===== config.mk =====
export PLATFORM = sky130hd
export DESIGN_NAME = bram_rd_arbiter_flat
export DESIGN_NICKNAME = d
export VERILOG_FILES = /design/src/rtl/bram_rd_arbiter_if.sv /design/src/rtl/bram_rd_arbiter.sv /design/src/flat_wrapper.sv
export SDC_FILE = /design/constraint.sdc
export NUM_CORES = 1
export LEC_CHECK = 0
export CAP_MARGIN = 0
export CORE_ASPECT_RATIO = 0.7
export CORE_MARGIN = 1
export CORE_UTILIZATION = 26
export DETAILED_ROUTE_END_ITERATION = 10
export PLACE_DENSITY = 0.82
export SLEW_MARGIN = 20
export SYNTH_ARGS = -nofsm -noshare
export SYNTH_HDL_FRONTEND = slang
export SYNTH_SLANG_ARGS = --single-unit

===== constraint.sdc =====
create_clock -name clk -period 2.55 [get_ports clk]
set_input_delay 0.3825 -clock clk [delete_from_list [all_inputs] [get_ports clk]]
set_output_delay 0.3825 -clock clk [all_outputs]
set_load 0.005 [all_outputs]

===== src/rtl/bram_rd_arbiter_if.sv =====
// Bus bundle between the BRAM read arbiter (slave modport) and its requesters/BRAM port (master modport).
interface bram_rd_arbiter_if #(
    parameter int unsigned NUM_REQ    = 4,
    parameter int unsigned ADDR_W     = 16,
    parameter int unsigned DATA_WIDTH = 8
);
    logic [NUM_REQ-1:0]        req_vld;
    logic [NUM_REQ*ADDR_W-1:0] req_addr;
    logic [NUM_REQ-1:0]        req_lock;
    logic [NUM_REQ-1:0]        req_rdy;
    logic                      bram_enb;
    logic [ADDR_W-1:0]         bram_addrb;
    logic [DATA_WIDTH-1:0]     bram_dout;
    logic [NUM_REQ-1:0]        rsp_vld;
    logic [DATA_WIDTH-1:0]     rsp_data;

    modport slave (
        input  req_vld, req_addr, req_lock, bram_dout,
        output req_rdy, bram_enb, bram_addrb, rsp_vld, rsp_data
    );

    modport master (
        output req_vld, req_addr, req_lock, bram_dout,
        input  req_rdy, bram_enb, bram_addrb, rsp_vld, rsp_data
    );
endinterface


===== src/rtl/bram_rd_arbiter.sv =====
// Round-robin arbiter sharing one BRAM read port among NUM_REQ requesters, with a tag pipeline routing data back.
// Define ARB_BURST_LOCK_EN to let a requester pin the grant with req_lock (LOCK state).
module bram_rd_arbiter #(
    parameter int unsigned NUM_REQ    = 4,
    parameter int unsigned ADDR_W     = 16,
    parameter int unsigned DATA_WIDTH = 8,
    parameter int unsigned RD_LATENCY = 2
) (
    input logic              clk,
    input logic              rst,
    bram_rd_arbiter_if.slave bus
);
    localparam int unsigned IDX_W = (NUM_REQ > 1) ? $clog2(NUM_REQ) : 1;
    localparam logic [IDX_W-1:0] LAST_IDX = IDX_W'(NUM_REQ - 1);

    typedef struct packed {
        logic             vld;
        logic [IDX_W-1:0] idx;
    } tag_t;

`ifdef ARB_BURST_LOCK_EN
    typedef enum logic [1:0] {IDLE, ARB, LOCK} state_t;
`else
    typedef enum logic {IDLE, ARB} state_t;
`endif

    state_t              state_q, state_d;
    logic [IDX_W-1:0]    ptr_q, ptr_d;
    logic [IDX_W-1:0]    gidx_c;
    logic                found_c;
    logic                acc_c;
    logic [NUM_REQ-1:0]  grant_c;
    logic [ADDR_W-1:0]   addr_c;
    tag_t                tag_q [RD_LATENCY];
    tag_t                tag_out_c;

`ifdef ARB_BURST_LOCK_EN
    logic [IDX_W-1:0]    lock_idx_q, lock_idx_d;
`else
    logic                lock_unused_c;
    assign lock_unused_c = ^bus.req_lock;
`endif

    // Grant selection: locked owner first, otherwise first requester at or after ptr.
    always_comb begin
        int unsigned      j;
        logic [IDX_W-1:0] j_idx;
        found_c = 1'b0;
        gidx_c  = '0;
        j       = 0;
        j_idx   = '0;
`ifdef ARB_BURST_LOCK_EN
        if (state_q == LOCK && bus.req_vld[lock_idx_q] && bus.req_lock[lock_idx_q]) begin
            found_c = 1'b1;
            gidx_c  = lock_idx_q;
        end
`endif
        for (int unsigned k = 0; k < NUM_REQ; k++) begin
            j     = (32'(ptr_q) + k) % NUM_REQ;
            j_idx = IDX_W'(j);
            if (!found_c && bus.req_vld[j_idx]) begin
                found_c = 1'b1;
                gidx_c  = j_idx;
            end
        end
        acc_c   = found_c & ~rst;
        grant_c = acc_c ? (NUM_REQ'(1) << gidx_c) : '0;
        addr_c  = '0;
        for (int unsigned i = 0; i < NUM_REQ; i++) begin
            if (grant_c[i]) addr_c = addr_c | bus.req_addr[i*ADDR_W +: ADDR_W];
        end
    end

    always_comb begin
        state_d = state_q;
        ptr_d   = ptr_q;
`ifdef ARB_BURST_LOCK_EN
        lock_idx_d = lock_idx_q;
`endif
        case (state_q)
            IDLE:    if (|bus.req_vld) state_d = ARB;
            ARB:     if (!(|bus.req_vld)) state_d = IDLE;
`ifdef ARB_BURST_LOCK_EN
            LOCK:    state_d = (|bus.req_vld) ? ARB : IDLE;
`endif
            default: state_d = IDLE;
        endcase
        // While locked ptr is already owner+1, so the normal update leaves it frozen.
        if (acc_c) begin
            ptr_d = (gidx_c == LAST_IDX) ? '0 : gidx_c + IDX_W'(1);
`ifdef ARB_BURST_LOCK_EN
            if (bus.req_lock[gidx_c]) begin
                state_d    = LOCK;
                lock_idx_d = gidx_c;
            end
`endif
        end
    end

    always_ff @(posedge clk) begin
        if (rst) begin
            state_q <= IDLE;
            ptr_q   <= '0;
`ifdef ARB_BURST_LOCK_EN
            lock_idx_q <= '0;
`endif
            for (int unsigned i = 0; i < RD_LATENCY; i++) tag_q[i] <= '0;
        end else begin
            state_q <= state_d;
            ptr_q   <= ptr_d;
`ifdef ARB_BURST_LOCK_EN
            lock_idx_q <= lock_idx_d;
`endif
            tag_q[0] <= {acc_c, gidx_c};
            for (int unsigned i = 1; i < RD_LATENCY; i++) tag_q[i] <= tag_q[i-1];
        end
    end

    // Response routing: the oldest tag selects which requester sees bram_dout.
    always_comb begin
        tag_out_c      = tag_q[RD_LATENCY-1];
        bus.req_rdy    = grant_c;
        bus.bram_enb   = acc_c;
        bus.bram_addrb = addr_c;
        bus.rsp_vld    = '0;
        bus.rsp_data   = '0;
        if (tag_out_c.vld && !rst) begin
            bus.rsp_vld  = NUM_REQ'(1) << tag_out_c.idx;
            bus.rsp_data = bus.bram_dout;
        end
    end
endmodule


===== src/flat_wrapper.sv =====
// flat-port wrapper written by rule: the top's interface ports become plain ports
module bram_rd_arbiter_flat 
#(
    parameter int unsigned NUM_REQ    = 4,
    parameter int unsigned ADDR_W     = 16,
    parameter int unsigned DATA_WIDTH = 8,
    parameter int unsigned RD_LATENCY = 2
)
  (clk, rst, bus_req_vld, bus_req_addr, bus_req_lock, bus_bram_dout, bus_req_rdy, bus_bram_enb, bus_bram_addrb, bus_rsp_vld, bus_rsp_data);
  bram_rd_arbiter_if #(.NUM_REQ(NUM_REQ), .ADDR_W(ADDR_W), .DATA_WIDTH(DATA_WIDTH)) bus_i ();
  input logic clk;
  input logic rst;
  input wire logic [$bits(bus_i.req_vld)-1:0] bus_req_vld;
  input wire logic [$bits(bus_i.req_addr)-1:0] bus_req_addr;
  input wire logic [$bits(bus_i.req_lock)-1:0] bus_req_lock;
  input wire logic [$bits(bus_i.bram_dout)-1:0] bus_bram_dout;
  output wire logic [$bits(bus_i.req_rdy)-1:0] bus_req_rdy;
  output wire logic [$bits(bus_i.bram_enb)-1:0] bus_bram_enb;
  output wire logic [$bits(bus_i.bram_addrb)-1:0] bus_bram_addrb;
  output wire logic [$bits(bus_i.rsp_vld)-1:0] bus_rsp_vld;
  output wire logic [$bits(bus_i.rsp_data)-1:0] bus_rsp_data;
  assign bus_i.req_vld = bus_req_vld;
  assign bus_i.req_addr = bus_req_addr;
  assign bus_i.req_lock = bus_req_lock;
  assign bus_i.bram_dout = bus_bram_dout;
  assign bus_req_rdy = bus_i.req_rdy;
  assign bus_bram_enb = bus_i.bram_enb;
  assign bus_bram_addrb = bus_i.bram_addrb;
  assign bus_rsp_vld = bus_i.rsp_vld;
  assign bus_rsp_data = bus_i.rsp_data;
  bram_rd_arbiter #(.NUM_REQ(NUM_REQ), .ADDR_W(ADDR_W), .DATA_WIDTH(DATA_WIDTH), .RD_LATENCY(RD_LATENCY)) u_core (.clk(clk), .rst(rst), .bus(bus_i));
endmodule

### After elaboration in Yosys (flattened, before gate mapping)

Memory sizes are Yosys's and may differ from the RTL's.
Cells that the tools add are included.

| storage, ports and cells | value |
|---|---|
| bits in registers | 2 |
| memory bits (writable) | 6 |
| bits of input ports | 82 |
| output and inout bits | 33 |
| word-level logic and storage cells | 57 |
| memories kept | 1 |

| operators by class | value |
|---|---|
| $add $sub $neg | 4 |
| order comparisons | 4 |
| equal/unequal tests | 1 |
| shift-type cells | 2 |
| muxes and demuxes | 29 |
| bitwise logic cells | 7 |
| reduce and logical (&&, ||, !) cells | 8 |

Memory list:

| memory | words | bits a word | rd ports | clocked after memory_dff | write ports | RTL line | RTL |
|---|---|---|---|---|---|---|---|
| u_core.tag_q | 2 | 3 | 2 | 0 | 2 | bram_rd_arbiter.sv:34 | `tag_t tag_q [RD_LATENCY];` |

Operators with widths:

| operator | count |
|---|---|
| $mux W16 | 4 |
| $or A16 B16 Y16 | 3 |
| $lt A2 B3 Y1 const B | 4 |
| $mux W1 | 11 |
| $mux W2 | 5 |
| $bmux W1 S2 | 4 |
| $mux W4 | 2 |
| $mux W8 | 1 |
| $shl A1 B2 Y4 const A | 2 |
| $mux W3 | 2 |
| $add A2 B1 Y2 const B | 2 |
| $add A2 B2 Y2 const B | 2 |
| $logic_and A1 B1 Y1 | 4 |
| $logic_not A1 Y1 | 4 |
| $eq A2 B2 Y1 const B | 1 |
| $or A1 B1 Y1 | 2 |
| $and A1 B1 Y1 | 1 |
| $not A1 Y1 | 1 |

### Longest topological paths before layout

Gate-level depths: netlist of the first run.

| logic depth | value |
|---|---|
| depth in word-level cells | 21 |
| gate-level depth with buffers | 9 |
| depth with buffers taken out | 7 |

### Worst setup path before layout of the first run

Ideal clock, no wire load.

| timing path | value |
|---|---|
| kind | input-to-output |
| from | in bus_req_vld[0] |
| to | out bus_bram_addrb[12] |
| data arrival time | 1.888 ns |
| required time | 2.168 ns |
| path slack | 0.280 ns |
| stages | 9 |
| buffers on the path | 2 |
| cells stage by stage | inv_2 > o221a_1 > o22a_2 > inv_1 > ha_1 > clkbuf_1 > clkbuf_1 > a22oi_1 > a21oi_1 |

| on the way | value |
|---|---|
| cells in the longest elaborated chain, start to end | 21 |
| elaborated cells between the ends (all ways) | 32 |
| those cells by class | 1 x shift; 21 x mux; 4 x bitwise; 6 x reduce/logical |

Ends and longest elaborated chain:

| item | RTL line | RTL |
|---|---|---|
| start: declaration | flat_wrapper.sv:13 | `input wire logic [$bits(bus_i.req_vld)-1:0] bus_req_vld;` |
| $bmux W1 S2 | bram_rd_arbiter.sv:61 | `if (!found_c && bus.req_vld[j_idx]) begin` |
| $mux W1 (not written as such) | bram_rd_arbiter.sv:61 |  |
| $mux W1 | bram_rd_arbiter.sv:61 |  |
| $logic_not A1 Y1 | bram_rd_arbiter.sv:61 |  |
| $logic_and A1 B1 Y1 | bram_rd_arbiter.sv:61 |  |
| $mux W1 | bram_rd_arbiter.sv:61 |  |
| $logic_not A1 Y1 | bram_rd_arbiter.sv:61 |  |
| $logic_and A1 B1 Y1 | bram_rd_arbiter.sv:61 |  |
| [... 4 more ...] | n/a |  |
| named net u_core.gidx_c[0] | bram_rd_arbiter.sv:29 | `logic [IDX_W-1:0] gidx_c;` |
| [... 1 more ...] | n/a |  |
| $mux W4 (*) | bram_rd_arbiter.sv:67 | `grant_c = acc_c ? (NUM_REQ'(1) << gidx_c) : '0;` |
| $mux W16 | bram_rd_arbiter.sv:70 | `if (grant_c[i]) addr_c = addr_c \| bus.req_addr[i*ADDR_W +: ADDR_W];` |
| $or A16 B16 Y16 | bram_rd_arbiter.sv:70 |  |
| $mux W16 | bram_rd_arbiter.sv:70 |  |
| $or A16 B16 Y16 | bram_rd_arbiter.sv:70 |  |
| $mux W16 | bram_rd_arbiter.sv:70 |  |
| $or A16 B16 Y16 | bram_rd_arbiter.sv:70 |  |
| $mux W16 (*) | bram_rd_arbiter.sv:70 |  |
| end: declaration | flat_wrapper.sv:19 | `output wire logic [$bits(bus_i.bram_addrb)-1:0] bus_bram_addrb;` |

The timed path passes the listed nets; every way through them passes the cells marked *. The select of a mux whose other input is x is not followed.

### Worst setup path after layout of the first run

| timing path | value |
|---|---|
| from | in bus_req_vld[1] |
| to | out bus_req_rdy[1] |

| on the way | value |
|---|---|
| cells in the longest elaborated chain, start to end | 14 |
| elaborated cells between the ends (all ways) | 25 |
| those cells by class | 1 x shift; 17 x mux; 1 x bitwise; 6 x reduce/logical |

Ends and longest elaborated chain:

| item | RTL line | RTL |
|---|---|---|
| $bmux W1 S2 | bram_rd_arbiter.sv:61 |  |
| $mux W1 (not written as such) | bram_rd_arbiter.sv:61 |  |
| $mux W1 | bram_rd_arbiter.sv:61 |  |
| $logic_not A1 Y1 | bram_rd_arbiter.sv:61 |  |
| $logic_and A1 B1 Y1 | bram_rd_arbiter.sv:61 |  |
| $mux W1 | bram_rd_arbiter.sv:61 |  |
| $logic_not A1 Y1 | bram_rd_arbiter.sv:61 |  |
| $logic_and A1 B1 Y1 | bram_rd_arbiter.sv:61 |  |
| $mux W1 | bram_rd_arbiter.sv:61 |  |
| $logic_not A1 Y1 | bram_rd_arbiter.sv:61 |  |
| $logic_and A1 B1 Y1 | bram_rd_arbiter.sv:61 |  |
| $mux W2 (*) | bram_rd_arbiter.sv:61 |  |
| named net u_core.gidx_c[0] | bram_rd_arbiter.sv:29 |  |
| $shl A1 B2 Y4 (*) | bram_rd_arbiter.sv:67 |  |
| $mux W4 (*) | bram_rd_arbiter.sv:67 |  |
| end: declaration | flat_wrapper.sv:17 | `output wire logic [$bits(bus_i.req_rdy)-1:0] bus_req_rdy;` |

Marked as above.

==> results of run 1 <==
-- path summary, 6_finish.rpt --
path,startpoint,end,slack (ns),depth (start not counted)
min reg2reg,u_core.tag_q[0][1],u_core.tag_q[0][4],0.43,1
min,u_core.tag_q[0][1],u_core.tag_q[0][4],0.43,1
max,bus_req_vld[1],bus_req_rdy[1],0.01,9
max reg2reg,u_core.ptr_q[0],u_core.ptr_q[0],0.82,6
-- flip-flops by register name (all words and copies together) (netlist names) --
signal,cells
u_core.ptr_q,2
u_core.tag_q,6
-- cell type report --
type	count	area, µm²
Sequential cell	8	161
Clock buffer	3	41.3
Multi-Input combinational cell	90	808
Timing Repair Buffer	141	1330
Fill cell	250	785
Inverter	6	27.5
Tap cell	47	58.8
-- logic make-up after synthesis --
group                    share of synthesized area
AO/OA/AOI/OAI                                0.421
adder cells (fa/ha/maj)                     0.0557
AND/OR/NAND/NOR                              0.223
multiplexers                                0.0111
buffers and inverters                        0.111
flip-flops                                   0.178
-- cell usage in the layout, fill, tap and decap left out, drive strengths merged, types with 4 or more instances in the layout --
cell type      instances
nor2b                  5
dlygate4sd2            6
a21oi                 17
clkbuf                12
buf                   37
nor2                   5
dfxtp                  8
a22oi                 32
ha                     4
inv                    6
clkdlybuf4s50         87
and2                  12
-- where the power goes --
| part | total [mW] | internal [mW] | leakage (nW) | switching (mW) |
|---|---|---|---|---|
| sequential | 0.150 | 0.142 | 0.0665 | 0.00753 |
| combinational | 0.754 | 0.444 | 0.909 | 0.310 |
| clock | 0.149 | 0.102 | 0.0216 | 0.0468 |
| total | 1.05 | 0.688 | 0.997 | 0.364 |
-- repair_timing --
item	in CTS	in global routing
hold endpoints to repair	0	0
gates resized for setup	73	31
setup endpoints to repair	21	18
pin swaps	6	7
buffers inserted	7	0
-- routing by layer --
layer	track usage	routed length, µm	up-vias
li1	-	-	702
met1	0.246	1740	644
met2	0.421	2250	60
met3	0.0611	257	2
met4	0.0392	19	0
met5	0	0	-
-- per-stage QoR --
step / setup WS [ns] / TNS, ns / cell area (µm²) / hold WS, ns / util
2_1_floorplan: 0.280 / 0 / 898 / 0.414 / -
6_report: 0.0143 / 0 / 2430 / 0.432 / 0.756
3_3_place_gp: -0.514 / -9.39 / 2210 / 0.418 / 0.688
5_1_grt: -0.0510 / -0.0510 / 2430 / 0.445 / 0.756
3_5_place_dp: -0.564 / -10.39 / 2210 / 0.425 / 0.688
4_1_cts: -0.0385 / -0.0988 / 2440 / 0.434 / 0.760
-- critical path, stage by stage --
cell	delay (ns)
dlygate4sd2_1	0.25
buf_4	0.15
nor2b_2	0.12
nor3_2	0.05
o22a_2	0.26
ha_4	0.19
buf_12	0.15
and2_1	0.14
clkdlybuf4s50_1	0.45
==> impl_metrics.json, run 1 <==
{
  "outcome": "finished, final reports clean",
  "power_mw": 1.05,
  "vias_per_cell": 4.77,
  "slew_headroom": 0.803,
  "synthTopCellsByArea": "a22oi_1 27%, dfxtp_1 18%, a21oi_1 9.5%",
  "drv_slew": 0,
  "fin_skew_ns": 0.000659,
  "placed_cells": 285,
  "post-synth-top-count-cell": "a22oi_1",
  "stdcell_count": 295,
  "ys.flop_type": "dfxtp_1",
  "cts_buffer_depth": 2,
  "vdd_drop_max_mv": 0.235,
  "setup.worst_path.end_class": "output port",
  "grt_pass1_vias": 1405,
  "clk_latency_ns": 0.22,
  "synth-edff-count": 0,
  "yosys.area.top_type": "a22oi_1",
  "ys_ff_latch": 8,
  "required_ns": 2.17,
  "dieArea_um2": 3700,
  "start_util": 0.280,
  "syn_nets": 202,
  "avgSynthCellArea_um2": 7.74,
  "hp-class": "reg -> reg",
  "placeableCoreArea_um2": 3210,
  "synth.distinct_cells": 27,
  "n_antenna_cell": 0,
  "cts_tree": "done",
  "overflow": 0,
  "timing.max_cap.violations": 0,
  "synthCells": 116,
  "rows": 17,
  "setup_violations": 0,
  "netlist_area_um2": 898,
  "dr.first_iter.drc_count": 31,
  "ys_warn_count": 0,
  "clkTransAtPathRegs_ns": 0.04,
  "grt_max_degree": 18,
  "cts_hold_buf": 0,
  "grt_pass1_wl_um": 6290,
  "critPathLaunchType": "input pin",
  "io-pin-count": 115,
  "drc": 0,
  "wl_per_cell_um": 14.4,
  "numCtsBuffers": 3,
  "period_share": 0.994,
  "cts_sinks": 8,
  "antenna_found_initial": 0,
  "netlist_top_cells_count": "32 x a22oi_1, 17 x a21oi_1, 12 x and2_1, 8 x clkbuf_1, 8 x dfxtp_1",
  "async_reset_ff_frac": 0,
  "finalHoldViolCount": 0,
  "tightest_slew_ns": 0.293,
  "dr.pass1.iters": 4,
  "drive_above_1_share": 0.359,
  "drtAntennaViolNets": 0,
  "port_buffers": 110,
  "gp_congestion": 0.772,
  "htreeDepth": 1,
  "rsz0062_at_grt": "true",
  "die_x_um": 72.3,
  "crit_fanout": 17,
  "path_class": "in -> out",
  "cts-root-buf": "clkbuf_8",
  "synth_top_area_share": 0.267,
  "dp_hpwl_um": 3100,
  "grt.total_usage": 0.221,
  "routed_wirelength_um": 4260,
  "leakagePower_nw": 0.997,
  "via_count": 1408,
  "final_nets": 336,
  "arrival_ns": 2.15,
  "fmax_ghz": 0.394,
  "synthToLayoutAreaGrowth_pct": 170,
  "period_needed_ns": 2.54,
  "powerDensity_nw_per_um2": 434,
  "synth_seq_area_share": 0.178,
  "chipHeight_um": 51.2
}
No activity file was read; power rests on OpenSTA's default activity.
==> run 2, diff against run 1 <==
--- a/config.mk
+++ b/config.mk
@@ -10,6 +10,8 @@
 export CORE_MARGIN = 1
 export CORE_UTILIZATION = 26
 export DETAILED_ROUTE_END_ITERATION = 10
+export GPL_ROUTABILITY_DRIVEN = 0
+export MAX_ROUTING_LAYER = met4
 export PLACE_DENSITY = 0.82
 export SLEW_MARGIN = 20
 export SYNTH_ARGS = -nofsm -noshare
==> impl_metrics.json, run 2 (same netlist as run 1, synthesis figures left out) <==
{
  "outcome": "finished, final reports clean",
  "stdcell_count": 295,
  "cts_buffer_depth": 2,
  "path_class": "in -> out",
  "p_int_mw": 0.688,
  "largest_register": "u_core.tag_q",
  "vdd_drop_max_mv": 0.235,
  "setup_slack_ns": 0.0126,
  "arrival_ns": 2.15,
  "cts-root-buf": "clkbuf_8",
  "placeableCoreArea_um2": 3210,
  "grt_pass1_vias": 1404,
  "period_share": 0.995,
  "critPathLaunchType": "input pin",
  "final_common_cell": "clkdlybuf4s50_1",
  "fin_skew_ns": 0.00114,
  "r2r_cells": 6,
  "setup_violations": 0,
  "dp_hpwl_um": 3100,
  "largest_register_ffs": 6,
  "grt.total_usage": 0.227,
  "switchingPower_mw": 0.365,
  "r2r-end": "u_core.ptr_q[0]",
  "wl_per_cell_um": 14.4,
  "antenna_found_initial": 0,
  "synthToLayoutAreaGrowth_pct": 170,
  "top_regs": "u_core.tag_q: 6 flops, u_core.ptr_q: 2 flops",
  "min_from": "u_core.tag_q[0][2]",
  "finalSetupTns_ns": 0,
  "die_x_um": 72.3,
  "dr.pass1.iters": 4,
  "finalHoldViolCount": 0,
  "clk_latency_ns": 0.22,
  "chipHeight_um": 51.2,
  "cts_tree": "done",
  "placed_cells": 285,
  "n_antenna_cell": 0,
  "vias_per_cell": 4.78,
  "rsz0062_at_grt": "true",
  "r2r_setup_slack_ns": 0.82,
  "io-pin-count": 115,
  "required_ns": 2.17,
  "numCtsBuffers": 3,
  "clock_power_share": 0.141,
  "seqPwrFrac": 0.142,
  "clkTransAtPathRegs_ns": 0.04,
  "via_count": 1409,
  "swShare": 0.347,
  "dieArea_um2": 3700,
  "start_util": 0.280,
  "hold_end": "u_core.tag_q[0][5]",
  "cts_sinks": 8,
  "drc": 0,
  "rr_startpoint": "u_core.ptr_q[0]",
  "drtAntennaViolNets": 0,
  "final_nets": 336,
  "power_mw": 1.05,
  "dr.first_iter.drc_count": 26,
  "final_cell_mix": "87 x clkdlybuf4s50_1, 23 x buf_4, 19 x a22oi_2, 13 x a22oi_1, 13 x a21oi_1",
  "overflow": 0,
  "grt_pass1_wl_um": 6290,
  "crit_path_start": "bus_req_vld[1]",
  "powerDensity_nw_per_um2": 434,
  "slew_headroom": 0.797,
  "grt_max_degree": 18,
  "rows": 17,
  "pre_cts_ws_ns": -0.564,
  "holdPathStages": 1,
  "period_needed_ns": 2.54,
  "routed_wirelength_um": 4260,
  "port_buffers": 110,
  "fmax_ghz": 0.394,
  "crit_fanout": 17,
  "fin_hold_ws_ns": 0.433,
  "tightest_slew_ns": 0.302,
  "leakagePower_nw": 0.996,
  "hp-class": "reg -> reg",
  "pwr-share-comb": 0.717,
  "htreeDepth": 1,
  "drive_above_1_share": 0.359,
  "timing.max_cap.violations": 0,
  "drv_slew": 0,
  "setup.worst_path.end_class": "output port"
}
-- run 2: stage by stage --
stage / util / instance area [µm²]
6_report: 0.756 / 2430
4_1_cts: 0.760 / 2440
5_1_grt: 0.756 / 2430
3_5_place_dp: 0.688 / 2210
2_1_floorplan: - / 898
3_3_place_gp: 0.688 / 2210
-- run 2: layout make-up --
cell class / instances / area, µm²
Clock buffer: 3 / 41.3
Fill cell: 250 / 785
Inverter: 6 / 27.5
Multi-Input combinational cell: 90 / 808
Sequential cell: 8 / 161
Tap cell: 47 / 58.8
Timing Repair Buffer: 141 / 1330
-- run 2: worst max path at each step --
stage                                    end  cells after the start
after floorplan           bus_bram_addrb[12]                      9
after global placement    bus_bram_addrb[11]                     10
after detailed placement   bus_bram_addrb[7]                     10
after CTS                     bus_req_rdy[1]                      8
after global routing          bus_req_rdy[1]                      7
final                         bus_req_rdy[1]                      9
-- run 2: power groups by stage --
stage	clock network [mW]	logic, mW	registers (mW)
floorplan	0	0.246	0.152
global placement	0	0.631	0.150
detailed placement	0	0.638	0.151
CTS	0.154	0.735	0.149
global route	0.160	0.804	0.151
finish	0.149	0.755	0.150
-- run 2: critical path: stages --
cell and delay [ns]:
dlygate4sd2_1 0.25, buf_4 0.15, nor2b_2 0.12, nor3_2 0.05, o22a_2 0.26, ha_4 0.19, buf_12 0.15, and2_1 0.14
clkdlybuf4s50_1 0.45
-- run 2: timing repair --
item / in CTS / in global routing
gates resized for setup: 73 / 30
hold buffers: 0 / 0
pin swaps: 6 / 7
endpoints found under the setup margin: 21 / 18
buffers inserted: 7 / 0
-- run 2: routing by layer --
layer,global-route usage,share of wire,up-vias
li1,-,-,700
met1,0.259,0.42,649
met2,0.421,0.53,58
met3,0.0394,0.044,2
met4,0.0392,0.0045,0
met5,-,0,-
==> run 3, diff against run 2 <==
--- a/config.mk
+++ b/config.mk
@@ -12,7 +12,7 @@
 export DETAILED_ROUTE_END_ITERATION = 10
 export GPL_ROUTABILITY_DRIVEN = 0
 export MAX_ROUTING_LAYER = met4
-export PLACE_DENSITY = 0.82
+export PLACE_DENSITY = 0.93
 export SLEW_MARGIN = 20
 export SYNTH_ARGS = -nofsm -noshare
 export SYNTH_HDL_FRONTEND = slang
==> impl_metrics.json, run 3 (same netlist as run 1, synthesis figures left out) <==
{
  "placeableCoreArea_um2": 3210,
  "dr.first_iter.drc_count": 70,
  "required_ns": 2.17,
  "arrival_ns": 2.09,
  "final_common_cell": "clkdlybuf4s50_1",
  "synthToLayoutAreaGrowth_pct": 171,
  "clkTransAtPathRegs_ns": 0.04,
  "leakagePower_nw": 1.02,
  "cp_cell_sequence": "clkdlybuf4s15_1, nor2b_4, nor3_4, o22a_4, inv_4, ha_4, bufbuf_16, a22oi_1, a21oi_1, buf_2",
  "die_x_um": 72.3,
  "grt_pass1_wl_um": 7070,
  "rsz0062_at_grt": "false",
  "vdd_drop_max_mv": 0.236,
  "drc": 0,
  "vias_per_cell": 5.01,
  "timing.max_cap.violations": 0,
  "clk_latency_ns": 0.23,
  "chipHeight_um": 51.2,
  "via_count": 1488,
  "fin_skew_ns": 0.00129,
  "r2r_setup_slack_ns": 0.82,
  "port_buffers": 110,
  "drive_above_1_share": 0.364,
  "fmax_ghz": 0.404,
  "slew_headroom": 0.823,
  "cts_buffer_depth": 2,
  "dp_hpwl_um": 3490,
  "outcome": "finished, final reports clean",
  "start_util": 0.280,
  "slowest_stage": "bufbuf_16",
  "top_regs": "u_core.tag_q: 6 flops, u_core.ptr_q: 2 flops",
  "wl_per_cell_um": 16.4,
  "critPathMaxStageDelay_ns": 0.27,
  "overflow": 0,
  "tightest_slew_ns": 0.263,
  "fin_hold_ws_ns": 0.439,
  "grt.total_usage": 0.261,
  "period_share": 0.970,
  "drtAntennaViolNets": 0,
  "cts-root-buf": "clkbuf_8",
  "rows": 17,
  "drv_slew": 0,
  "powerDensity_nw_per_um2": 453,
  "antenna_found_initial": 0,
  "critPathLaunchType": "input pin",
  "placed_cells": 285,
  "fin_util": 0.759,
  "final_nets": 338,
  "dr.pass1.iters": 4,
  "period_needed_ns": 2.47,
  "cts_tree": "done",
  "cts_sinks": 8,
  "path_class": "in -> out",
  "stdcell_count": 297,
  "largest_register_ffs": 6,
  "finalHoldViolCount": 0,
  "grt_pass1_vias": 1528,
  "setup.worst_path.end_class": "output port",
  "cts_hold_buf": 0,
  "dieArea_um2": 3700,
  "io-pin-count": 115,
  "hp-class": "reg -> reg",
  "htreeDepth": 1,
  "crit_fanout": 8,
  "final_cell_mix": "86 x clkdlybuf4s50_1, 25 x buf_4, 18 x a22oi_1, 14 x a22oi_2",
  "largest_register": "u_core.tag_q",
  "routed_wirelength_um": 4860,
  "fillerInstances": 222,
  "n_antenna_cell": 0,
  "grt_max_degree": 18,
  "numCtsBuffers": 3,
  "setup_violations": 0
}
## run 3: cell count changes in the layout (fill, tap and decap cells not counted), sizes merged
cell           before  now
buf                36   44
bufbuf              0    1
clkbuf             13    8
clkdlybuf4s15       0    1
clkdlybuf4s50      87   86
dlygate4sd2         6    4
## run 3: power breakdown
group,switching (mW),leakage [nW],internal (mW)
clock network,0.0470,0.0216,0.102
registers,0.00810,0.0665,0.142
logic,0.330,0.936,0.474
## run 3: layout make-up
type	count	area (µm²)	area share
multi-input cells	90	802	0.329
clock buffers	3	41.3	0.0169
inverters	6	25.0	0.0103
repair buffers	143	1350	0.554
flip-flops and latches	8	161	0.0662
well taps	47	58.8	0.0241
## run 3: timing repair
action	4_1_cts	5_1_grt
setup buffers	5	3
pin swaps	15	12
gates cloned	1	0
setup endpoints to repair	21	18
gates resized for setup	83	29
## run 3: path summary, 6_finish.rpt
path,end,depth (start not counted),start
max,bus_bram_addrb[9],10,bus_req_vld[2]
min,u_core.tag_q[0][4],1,u_core.tag_q[0][1]
max reg2reg,u_core.ptr_q[0],7,u_core.ptr_q[0]
min reg2reg,u_core.tag_q[0][4],1,u_core.tag_q[0][1]
## run 3: stage by stage
stage	setup slack, ns	TNS [ns]	total power [mW]	cell area [µm²]
after global placement	-0.479	-8.45	0.765	2200
after CTS	-0.0609	-0.172	1.05	2410
final	0.0753	0	1.10	2440
after global routing	0.00893	0	1.16	2440
after detailed placement	-0.566	-10.30	0.787	2200
after floorplan	0.280	0	0.398	898
## run 3: per-layer routing
metal,part of all wire,vias up,global-route usage
li1,-,707,-
met4,0.038,0,0.118
met1,0.38,677,0.276
met5,0,-,-
met3,0.053,20,0.0552
met2,0.52,84,0.472
## run 3: critical path: cells and delay by family
kind	cells	cell delay, ns
fa+ha+maj	1	0.17
compound gates	3	0.49
simple gates	2	0.37
buf+inv	4	0.67
